$ cat src/rtl/pattern_defs.sv
// Shared definitions for the serial pattern link (generator and detector).
// Both ends import the default pattern from here so they stay in sync.
package pattern_defs;

  typedef enum logic [1:0] {
    IDLE  = 2'd0,
    SHIFT = 2'd1,
    GAP   = 2'd2
  } state_t;

  localparam int         DEF_PAT_W   = 4;
  localparam logic [3:0] DEF_PATTERN = 4'b1011;

endpackage

$ cat src/rtl/pattern_shift_reg.sv
// Parallel-load register that shifts its contents out MSB first.
// Zero fill keeps bit_out low once the pattern has been emptied.
module pattern_shift_reg #(
  parameter int W = 4
) (
  input  logic         clk,
  input  logic         reset,
  input  logic         clear,
  input  logic         load,
  input  logic         shift,
  input  logic [W-1:0] d,
  output logic         bit_out
);

  logic [W-1:0] q;

  always_ff @(posedge clk) begin
    if (!reset) begin
      q <= '0;
    end else if (clear) begin
      q <= '0;
    end else if (load) begin
      q <= d;
    end else if (shift) begin
      q <= {q[W-2:0], 1'b0};
    end
  end

  assign bit_out = q[W-1];

endmodule

$ cat src/rtl/serial_pattern_generator.sv
// Transmit side of the serial pattern link: repeats a pattern
// MSB first with an optional idle gap between copies.
module serial_pattern_generator
  import pattern_defs::*;
#(
  parameter int             PAT_W       = DEF_PAT_W,
  parameter logic [PAT_W-1:0] PAT_DEFAULT = DEF_PATTERN,
  parameter int             CNT_W       = 8,
  parameter int             GAP_W       = 4
) (
  input  logic             clk,
  input  logic             reset,
  input  logic             start,
  input  logic             use_default,
  input  logic [PAT_W-1:0] pattern,
  input  logic [CNT_W-1:0] repeat_cnt,
  input  logic [GAP_W-1:0] gap_len,
  input  logic             abort,
  output logic             X,
  output logic             x_valid,
  output logic             busy,
  output logic             done
);

  localparam int IDX_W = $clog2(PAT_W);
  localparam logic [IDX_W-1:0] IDX_MAX =
    IDX_W'(PAT_W - 1);

  state_t           state, state_n;
  logic [IDX_W-1:0] idx, idx_n;
  logic [CNT_W-1:0] cnt, cnt_n;
  logic [GAP_W-1:0] gap_q, gap_n;
  logic [GAP_W-1:0] gcnt, gcnt_n;
  logic [PAT_W-1:0] pat_q, pat_n;
  logic             done_q, done_n;

  logic             sr_clear;
  logic             sr_load;
  logic             sr_shift;
  logic [PAT_W-1:0] sr_d;
  logic             sr_msb;

  pattern_shift_reg #(
    .W(PAT_W)
  ) u_sreg (
    .clk    (clk),
    .reset  (reset),
    .clear  (sr_clear),
    .load   (sr_load),
    .shift  (sr_shift),
    .d      (sr_d),
    .bit_out(sr_msb)
  );

  always_ff @(posedge clk) begin
    if (!reset) begin
      state  <= IDLE;
      idx    <= '0;
      cnt    <= '0;
      gap_q  <= '0;
      gcnt   <= '0;
      pat_q  <= '0;
      done_q <= 1'b0;
    end else begin
      state  <= state_n;
      idx    <= idx_n;
      cnt    <= cnt_n;
      gap_q  <= gap_n;
      gcnt   <= gcnt_n;
      pat_q  <= pat_n;
      done_q <= done_n;
    end
  end

  always_comb begin
    state_n  = state;
    idx_n    = idx;
    cnt_n    = cnt;
    gap_n    = gap_q;
    gcnt_n   = gcnt;
    pat_n    = pat_q;
    done_n   = 1'b0;
    sr_clear = 1'b0;
    sr_load  = 1'b0;
    sr_shift = 1'b0;
    sr_d     = pat_q;

    if (abort && state != IDLE) begin
      state_n  = IDLE;
      idx_n    = '0;
      cnt_n    = '0;
      gcnt_n   = '0;
      sr_clear = 1'b1;
    end else begin
      unique case (state)
        IDLE: begin
          if (start) begin
            pat_n   = use_default ? PAT_DEFAULT
                                  : pattern;
            sr_d    = pat_n;
            sr_load = 1'b1;
            cnt_n   = repeat_cnt;
            gap_n   = gap_len;
            idx_n   = IDX_MAX;
            state_n = SHIFT;
          end
        end
        SHIFT: begin
          if (idx != '0) begin
            idx_n    = idx - 1'b1;
            sr_shift = 1'b1;
          end else if (cnt == CNT_W'(1)) begin
            state_n  = IDLE;
            cnt_n    = '0;
            done_n   = 1'b1;
            sr_clear = 1'b1;
          end else begin
            // a latched count of zero means run forever
            if (cnt != '0) cnt_n = cnt - 1'b1;
            if (gap_q != '0) begin
              state_n  = GAP;
              gcnt_n   = gap_q;
              sr_clear = 1'b1;
            end else begin
              sr_load = 1'b1;
              idx_n   = IDX_MAX;
            end
          end
        end
        GAP: begin
          if (gcnt <= GAP_W'(1)) begin
            state_n = SHIFT;
            gcnt_n  = '0;
            sr_load = 1'b1;
            idx_n   = IDX_MAX;
          end else begin
            gcnt_n = gcnt - 1'b1;
          end
        end
        default: state_n = IDLE;
      endcase
    end
  end

  assign X       = sr_msb;
  assign x_valid = (state == SHIFT);
  assign busy    = (state != IDLE);
  assign done    = done_q;

endmodule

$ cat config.mk
export PLATFORM = sky130hd
export DESIGN_NAME = serial_pattern_generator
export DESIGN_NICKNAME = d
export VERILOG_FILES = /design/src/rtl/pattern_defs.sv /design/src/rtl/pattern_shift_reg.sv /design/src/rtl/serial_pattern_generator.sv
export SDC_FILE = /design/constraint.sdc
export NUM_CORES = 1
export LEC_CHECK = 0
export CAP_MARGIN = 10
export CORE_ASPECT_RATIO = 0.75
export CORE_MARGIN = 3
export CORE_UTILIZATION = 45
export CTS_CLUSTER_DIAMETER = 120
export DETAILED_ROUTE_END_ITERATION = 10
export GPL_ROUTABILITY_DRIVEN = 0
export PLACE_DENSITY = 0.76
export REMOVE_ABC_BUFFERS = 1
export SLEW_MARGIN = 20
export SYNTH_ARGS = -nofsm -noshare
export SYNTH_HDL_FRONTEND = slang
export SYNTH_SLANG_ARGS = --single-unit
$ cat constraint.sdc
create_clock -name clk -period 2.1 [get_ports clk]
set_input_delay 0.63 -clock clk [delete_from_list [all_inputs] [get_ports clk]]
set_output_delay 0.63 -clock clk [all_outputs]
set_load 0.05 [all_outputs]
# After elaboration in Yosys (flattened, before gate mapping)
# Cells that the tools add are included.
# W data, S select, Z words.
# classes
n_reduce_logical	18
div	0
n_eq_ne	12
n_bitwise	3
n_shift	0
n_lt_le_gt_ge	1
n_mul	0
add_sub_neg	3
muxes	44
# op_table
op	count
$mux W4	10
$mux W8	4
$mux W2	10
$pmux W8 S2	1
$mux W1	15
$pmux W2 S3	2
$reduce_and A4 Y1	3
$reduce_bool A2 Y1	5
$eq A8 B1 Y1 const B	1
$ne A2 B2 Y1 const B	4
$pmux W4 S2	1
$reduce_bool A8 Y1	1
$sub A8 B1 Y8 const B	1
$ne A3 B1 Y1 const B	2
$ne A3 B3 Y1 const B	2
$reduce_and A5 Y1	1
$le A4 B1 Y1 const B	1
$reduce_bool A4 Y1	1
$reduce_or A2 Y1	2
$reduce_or A4 Y1	1
$sub A4 B1 Y4 const B	1
$not A1 Y1	3
$pmux W1 S3	1
$reduce_and A3 Y1	1
other kinds (7)	7
# word_totals
wordCells	89
latch_bits	0
ramBits	0
input_bits	21
mem_count	0
reg_bits	29
output_inout_bits	4
romBits	0

# Depth between registers and ports, before layout
# Gate-level depths: netlist of run 1.
# depth
depth_word	7
depth_mapped	8
mapped_depth_nobuf	7

# Modules after synthesis
# Synthesis of run 1 repeated with hierarchy kept, for this count alone.
# hier_totals
hier_cells	217
hier_area_um2	1765.4
# modules_own_cells
mod	seq_area_each_um2	area_per_inst_um2	n_inst	cells_each
serial_pattern_generator	500.5	1586.5	1	199
pattern_shift_reg	80.1	178.9	1	18

# Worst setup path before layout of run 1
# Ideal clock, no wire load.
# synth_path
kind	reg2reg
startpoint	register cnt[1]
endpoint	register u_sreg.q[0]
arrival_time_ns	1.964
setup_slack_ns	0.070
stages_incl_launch_ff	8
synth_period_minus_slack_ns	2.030
cell_sequence	dfxtp_1 inv_1 ha_1 nor4b_4 a211oi_1 o311a_4 or3b_1 a21oi_2
# synth_between
elab_chain_len	6
# synth_lines
item	line	text
start: declaration	serial_pattern_generator.sv:31	logic [CNT_W-1:0] cnt, cnt_n;
start signal: assignment	serial_pattern_generator.sv:67	cnt <= cnt_n;
$eq A8 B1 Y1 *	serial_pattern_generator.sv:112	end else if (cnt == CNT_W'(1)) begin
$mux W1	serial_pattern_generator.sv:112	
$mux W1	serial_pattern_generator.sv:109	if (idx != '0) begin
$pmux W1 S3 / $mux W1 (equally long branches)	serial_pattern_generator.sv:95	unique case (state)
$mux W1	serial_pattern_generator.sv:88	if (abort && state != IDLE) begin
$mux W4 (tied with other cells)	pattern_shift_reg.sv:22	end else if (load) begin
end signal: assignment	pattern_shift_reg.sv:25	q <= {q[W-2:0], 1'b0};
end: declaration	pattern_shift_reg.sv:15	logic [W-1:0] q;
# Every way passes the cells marked *; elsewhere a longest branch is shown, timed or not.
# A chain may end at the register's enable or synchronous reset.

# Worst setup path in the final report of run 1
# layout_path
startpoint	register done_q, in the netlist done
endpoint	output done
# layout_lines
item	line	text
start: declaration	serial_pattern_generator.sv:35	logic done_q, done_n;
start signal: assignment	serial_pattern_generator.sv:71	done_q <= done_n;
end: declaration	serial_pattern_generator.sv:22	output logic done
# No word-level cell between the ends.

==> run summary, run 1 <==
status = finished, final reports clean
crit path max-delay cell type = clkdlybuf4s50_1
post-CTS setup buffers = 0
# resized after CTS = 0
post-synthesis cell type count = 50
vias in the first global route = 1573
HP Start = idx[1]
Hold Worst Slack = 0.471 ns
Initial Utilization = 48.7%
commonest cells after routing, fill and taps aside = dfxtp_1, buf_4, clkdlybuf4s50_1
Ys Warns = 0
switching pwr = 926 uW
power consumption = 2.38 mW
final core occ = 65.5%
sequential share of power = 32.5%
CTS tree = built
commonest register cell after synthesis = dfxtp_1
H-tree depth = 2
switching share of total power = 38.9%
Die H = 58.5 um
CTS clk-pin slew, worst paths = 0.06 ns
Tmin final = 2.00 ns
CTS Hold Bufs = 0
CP bufs+invs = 1
hpwl dp = 3.28 mm
Cell Int Power = 1.46 mW
filler instances = 291
Worst Path Max Fanout = 1
reg2reg start = gcnt[0]
Via Count = 1686
DRC errors left = 0
First DRT Iteration DRCs = 108
largest net degree at the start of global routing = 11
Max clock buf depth = 2
Peak VDD IR = 0.000547 V
Sink Count = 29
WS Path Type = reg2out
clk root buf = clkbuf_8
Slew Limit Fails = 0
cell row count = 18
Worst R2R Path Depth = 8
PortBufs = 24
Max Freq = 0.500 GHz
ys async rst share = 0%
Max transition margin = 64.2%
unrepaired setup endpoints after global routing = false
pwr/cell area = 1070 nW/um^2
Reg2Reg Setup Slack = 0.12 ns
CP arrival = 1.37 ns
later-pin clock latency in the skew report = 0.28 ns
first-pass GRT wire length = 7.15 mm
layout cell share with drive strength beyond 1 = 19.5%
worst hold path type = reg2reg
CP endpoint kind = output port
CP Capture Point = done
Hold Violations, Final = 0
Setup TNS Final = 0 ns
Max-cap violations = 0
Cells after Synth = 197
Clock Power Share = 19.7%
DR pass1 iterations = 4
crit-path cells = clkdlybuf4s50_1
Worst EP required = 1.47 ns
Worst Clk Skew = 0.00419 ns
initial antenna violation count = 0
reg2reg end = u_sreg.q[0]
die area = 4450 um^2
drt wl/cell = 14.2 um
core area = 3400 um^2
most common cell after layout, fill and taps aside = dfxtp_1
Overflow after GRT = 0
Final setup viols = 0
fin crit share = 95.2%
Post-Layout Inst Area = 2230 um^2
Area Growth Syn to Fin = 34.4%
sequential share of the synthesized area = 35.0%
n_diodes = 0
IO Pins = 25
netlist area before placement = 1660 um^2
Via density = 5.70
Placed Area = 2140 um^2
CP delay by family, top = buffers and inverters
power share of the combinational group = 47.8%
Worst Setup SP = done
average size of a mapped cell = 8.41 um^2
CTS Buf Count = 5
slowest stage delay, CP = 0.79 ns
Post-synth EDFFs = 0
DIE WIDTH = 76.1 um
All-Layer GR Usage = 20.1%
final WL = 4.20 mm
FF+latch count, synth = 29
leakage = 0.872 nW
CP Depth = 1
Antenna Nets Post-Route = 0
crit path launch type = register
Nets = 273
Least-Margin Pin Slew = 0.533 ns
-- sequential cells by signal, indices dropped and copies added (netlist names) --
name,count
gap_q,4
cnt,8
state,2
pat_q,4
done,1
gcnt,4
idx,2
u_sreg.q,4
-- metrics by stage --
stage	worst slack [ns]	instances
2_1_floorplan	-0.00772	190
3_3_place_gp	-0.228	289
3_5_place_dp	-0.282	289
4_1_cts	0.0118	296
5_1_grt	0.0153	296
6_report	0.100	296
-- worst min-delay path by stage --
stage	endpoint	slack, ns	cells after the start
4_1_cts	idx[1]	0.48	2
6_report	idx[1]	0.47	2
5_1_grt	idx[1]	0.50	2
3_3_place_gp	idx[1]	0.46	2
2_1_floorplan	idx[1]	0.44	2
3_5_place_dp	idx[1]	0.47	2
-- power by group through the flow --
| stage | logic [mW] | registers, mW | clock network (mW) |
|---|---|---|---|
| final | 1.14 | 0.774 | 0.469 |
| after detailed placement | 1.12 | 0.779 | 0 |
| after global placement | 1.10 | 0.777 | 0 |
| after global routing | 1.26 | 0.789 | 0.492 |
| after floorplan | 0.679 | 0.765 | 0 |
| after CTS | 1.12 | 0.768 | 0.472 |
-- final cells by class --
cell class	instances	area, um^2	area share, %
Multi-Input combinational cell	151	1010	45.6
Sequential cell	29	581	26.1
Timing Repair Buffer	49	445	20.0
Clock buffer	7	86.3	3.88
Tap cell	50	62.6	2.81
Inverter	10	37.5	1.69
-- routing by layer --
| metal | GRT usage (%) | share of wire (%) |
|---|---|---|
| met1 | 28.1 | 52 |
| met2 | 29.4 | 40 |
| met3 | 4.74 | 6.1 |
| met4 | 9.82 | 1.6 |
| met5 | 0 | 0 |
-- Yosys cell counts, types with 2 or more instances --
library cell | number | area (um^2)
a211oi_1 | 15 | 113
a21boi_0 | 4 | 30.0
a21oi_1 | 10 | 50.1
a31o_2 | 3 | 26.3
a32oi_1 | 2 | 17.5
buf_2 | 2 | 10.0
clkbuf_1 | 5 | 18.8
dfxtp_1 | 29 | 581
ha_1 | 6 | 75.1
inv_1 | 9 | 33.8
mux2i_1 | 4 | 40.0
nand2_1 | 20 | 75.1
nand2b_1 | 3 | 18.8
nand3_1 | 2 | 10.0
nor2_1 | 15 | 56.3
nor2b_1 | 7 | 43.8
nor3_1 | 7 | 35.0
nor4_1 | 3 | 18.8
o21ai_0 | 13 | 65.1
o311a_1 | 2 | 20.0
o31ai_1 | 3 | 22.5
o32ai_1 | 2 | 17.5
or3_1 | 3 | 18.8
or3b_2 | 2 | 17.5
-- kinds of logic after synthesis --
group	synth area share, %
xor+xnor	0.529
compound gates	27.7
fa+ha+maj	4.53
flops	35.0
mux	3.10
buf+inv	4.00
simple gates	25.1
-- worst reg2reg max path, cell delays in order, from the launching register on --
cell     delay [ns]
dfxtp_1        0.41
inv_1          0.06
ha_1           0.23
nor2_1         0.16
nor4_1         0.08
buf_4          0.15
o311a_4        0.32
or3b_1         0.39
a21oi_2        0.13
Power figures use the tool's default switching activity.
==> run 2: changes to the inputs <==
--- a/config.mk
+++ b/config.mk
@@ -7,7 +7,7 @@
 export LEC_CHECK = 0
 export CAP_MARGIN = 10
 export CORE_ASPECT_RATIO = 0.75
-export CORE_MARGIN = 3
+export CORE_MARGIN = 2
 export CORE_UTILIZATION = 45
 export CTS_CLUSTER_DIAMETER = 120
 export DETAILED_ROUTE_END_ITERATION = 10
==> run 2 against run 1 <==
Compared with the run above:
- register-to-register slack improved by 0.02 ns
- final cell count increased by 0.68%
- routed wire length grew 0.90%
- worst setup slack got worse by 0.019 ns
- hold slack improved by 0.0072 ns
- power shrank 0.46%
- sequential power barely moved
- largest cell class unchanged
- largest power group unchanged
==> run summary, run 2 (same netlist as run 1, synthesis figures left out) <==
status = finished, final reports clean
Via Count = 1668 (-1.1%)
IO Pins = 25 (unchanged)
most common cell after layout, fill and taps aside = dfxtp_1
Least-Margin Pin Slew = 0.488 ns (-0.0450 ns)
Initial Utilization = 46.1% (-2.6 points)
core area = 3590 um^2 (+5.6%)
crit path launch type = register
CTS tree = built
Inst Count DP = 291 (+0.69%)
DRC errors left = 0 (unchanged)
pwr/cell area = 1070 nW/um^2 (-0.35%)
All-Layer GR Usage = 22.7% (+2.6 points)
cell row count = 19 (+1)
post-CTS setup buffers = 0 (unchanged)
clk root buf = clkbuf_8
n_diodes = 0 (unchanged)
final core occ = 62.0% (-3.5 points)
unrepaired setup endpoints after global routing = false
initial antenna violation count = 0 (unchanged)
reg2reg end = u_sreg.q[0]
Worst R2R Path Depth = 7 (-1)
CP delay by family, top = flip-flops
CP arrival = 1.39 ns (+0.02 ns)
CP bufs+invs = 2 (+1)
CP endpoint kind = output port
Reg2Reg Setup Slack = 0.14 ns (+0.02 ns)
max FFs per register = 8 (unchanged)
Tmin final = 2.02 ns (+0.0192 ns)
Worst Path Max Fanout = 10 (+9)
Max Freq = 0.495 GHz (-0.95%)
Worst Setup SP = state[1]
largest net degree at the start of global routing = 11 (unchanged)
die area = 4190 um^2 (-6.0%)
fin cells = 298 (+0.68%)
DIE WIDTH = 74.1 um (-2.6%)
First DRT Iteration DRCs = 120 (+11%)
DR pass1 iterations = 4 (unchanged)
final WL = 4.24 mm (+0.90%)
Antenna Nets Post-Route = 0 (unchanged)
Slew Limit Fails = 0 (unchanged)
commonest cells after routing, fill and taps aside = dfxtp_1, buf_4, clkdlybuf4s50_1
CTS clk-pin slew, worst paths = 0.06 ns (about the same)
Hold Violations, Final = 0 (unchanged)
Overflow after GRT = 0 (unchanged)
first-pass GRT wire length = 7.27 mm (+1.6%)
power consumption = 2.37 mW (-0.46%)
CTS Buf Count = 5 (unchanged)
Area Growth Syn to Fin = 34.3%
Sink Count = 29 (unchanged)
leakage = 0.870 nW (-0.22%)
Max transition margin = 67.4% (+3.1 points)
Final setup viols = 0 (unchanged)
WS Path Type = reg2out
Peak VDD IR = 0.000640 V (+17%)
slowest stage delay, CP = 0.53 ns (-0.26 ns)
worst hold path type = reg2reg
drt wl/cell = 14.2 um (+0.23%)
crit path max-delay cell type = dfxtp_1
largest reg by FF count = cnt
Max clock buf depth = 2 (unchanged)
H-tree depth = 2 (unchanged)
CP Capture Point = x_valid
Via density = 5.60 (-1.7%)
reg2reg start = cnt[1]
Hold Worst Slack = 0.478 ns (+0.00717 ns)
Worst EP required = 1.47 ns (about the same)
crit-path cells = nand2b_2, clkinv_1, buf_4
later-pin clock latency in the skew report = 0.28 ns (about the same)
# resized after CTS = 0 (unchanged)
Die H = 56.5 um (-3.4%)
Setup TNS Final = 0 ns (unchanged)
vias in the first global route = 1579 (+0.38%)
Worst Clk Skew = 0.00370 ns (-0.000495 ns)
CTS Hold Bufs = 0 (unchanged)
Max-cap violations = 0 (unchanged)
CP Depth = 3 (+2)
fin crit share = 96.1% (+0.91 points)
Nets = 273 (unchanged)
layout cell share with drive strength beyond 1 = 20.3% (+0.81 points)
hpwl dp = 3.23 mm (-1.4%)
PortBufs = 24 (unchanged)
-- run 2: worst min path at each step --
stage / cells after the start / slack, ns / to / from
final: 2 / 0.48 / idx[1] / idx[1]
after CTS: 2 / 0.48 / idx[1] / idx[1]
after detailed placement: 2 / 0.46 / idx[1] / idx[1]
after floorplan: 2 / 0.44 / idx[1] / idx[1]
after global routing: 2 / 0.50 / idx[1] / idx[1]
after global placement: 2 / 0.46 / idx[1] / idx[1]
-- run 2: worst register-to-register path, delay by kind of cell, from the launching register on --
family,cells,cell delay [ns]
AO/OA/AOI/OAI,3,0.69
adder cells (fa/ha/maj),1,0.18
buffers and inverters,1,0.10
flip-flops,1,0.33
AND/OR/NAND/NOR,2,0.62
-- run 2: per-stage QoR --
stage                     area, um^2  worst slack [ns]
after floorplan                 1630          -0.00772
after global placement          2130            -0.252
after detailed placement        2130            -0.265
after CTS                       2210            0.0108
after global routing            2220           0.00393
final                           2220            0.0812
-- run 2: area by class of cell --
class | instances | area [um^2]
inverters | 10 | 37.5
well taps | 52 | 65.1
clock buffers | 7 | 86.3
multi-input cells | 151 | 1020
repair buffers | 49 | 433
fillers | 315 | 1370
flip-flops and latches | 29 | 581
-- run 2: metal layers --
layer / routed length, um / part of all wire, % / track usage, %
met3: 288 / 6.8 / 8.44
met2: 1770 / 42 / 30.7
met4: 45 / 1.1 / 5.45
met5: 0 / 0 / 0
met1: 2140 / 50 / 33.8
-- run 2: report_power, final --
part | total [mW] | switching (mW) | internal [mW]
registers | 0.771 | 0.118 | 0.653
clock network | 0.463 | 0.204 | 0.259
logic | 1.14 | 0.598 | 0.539
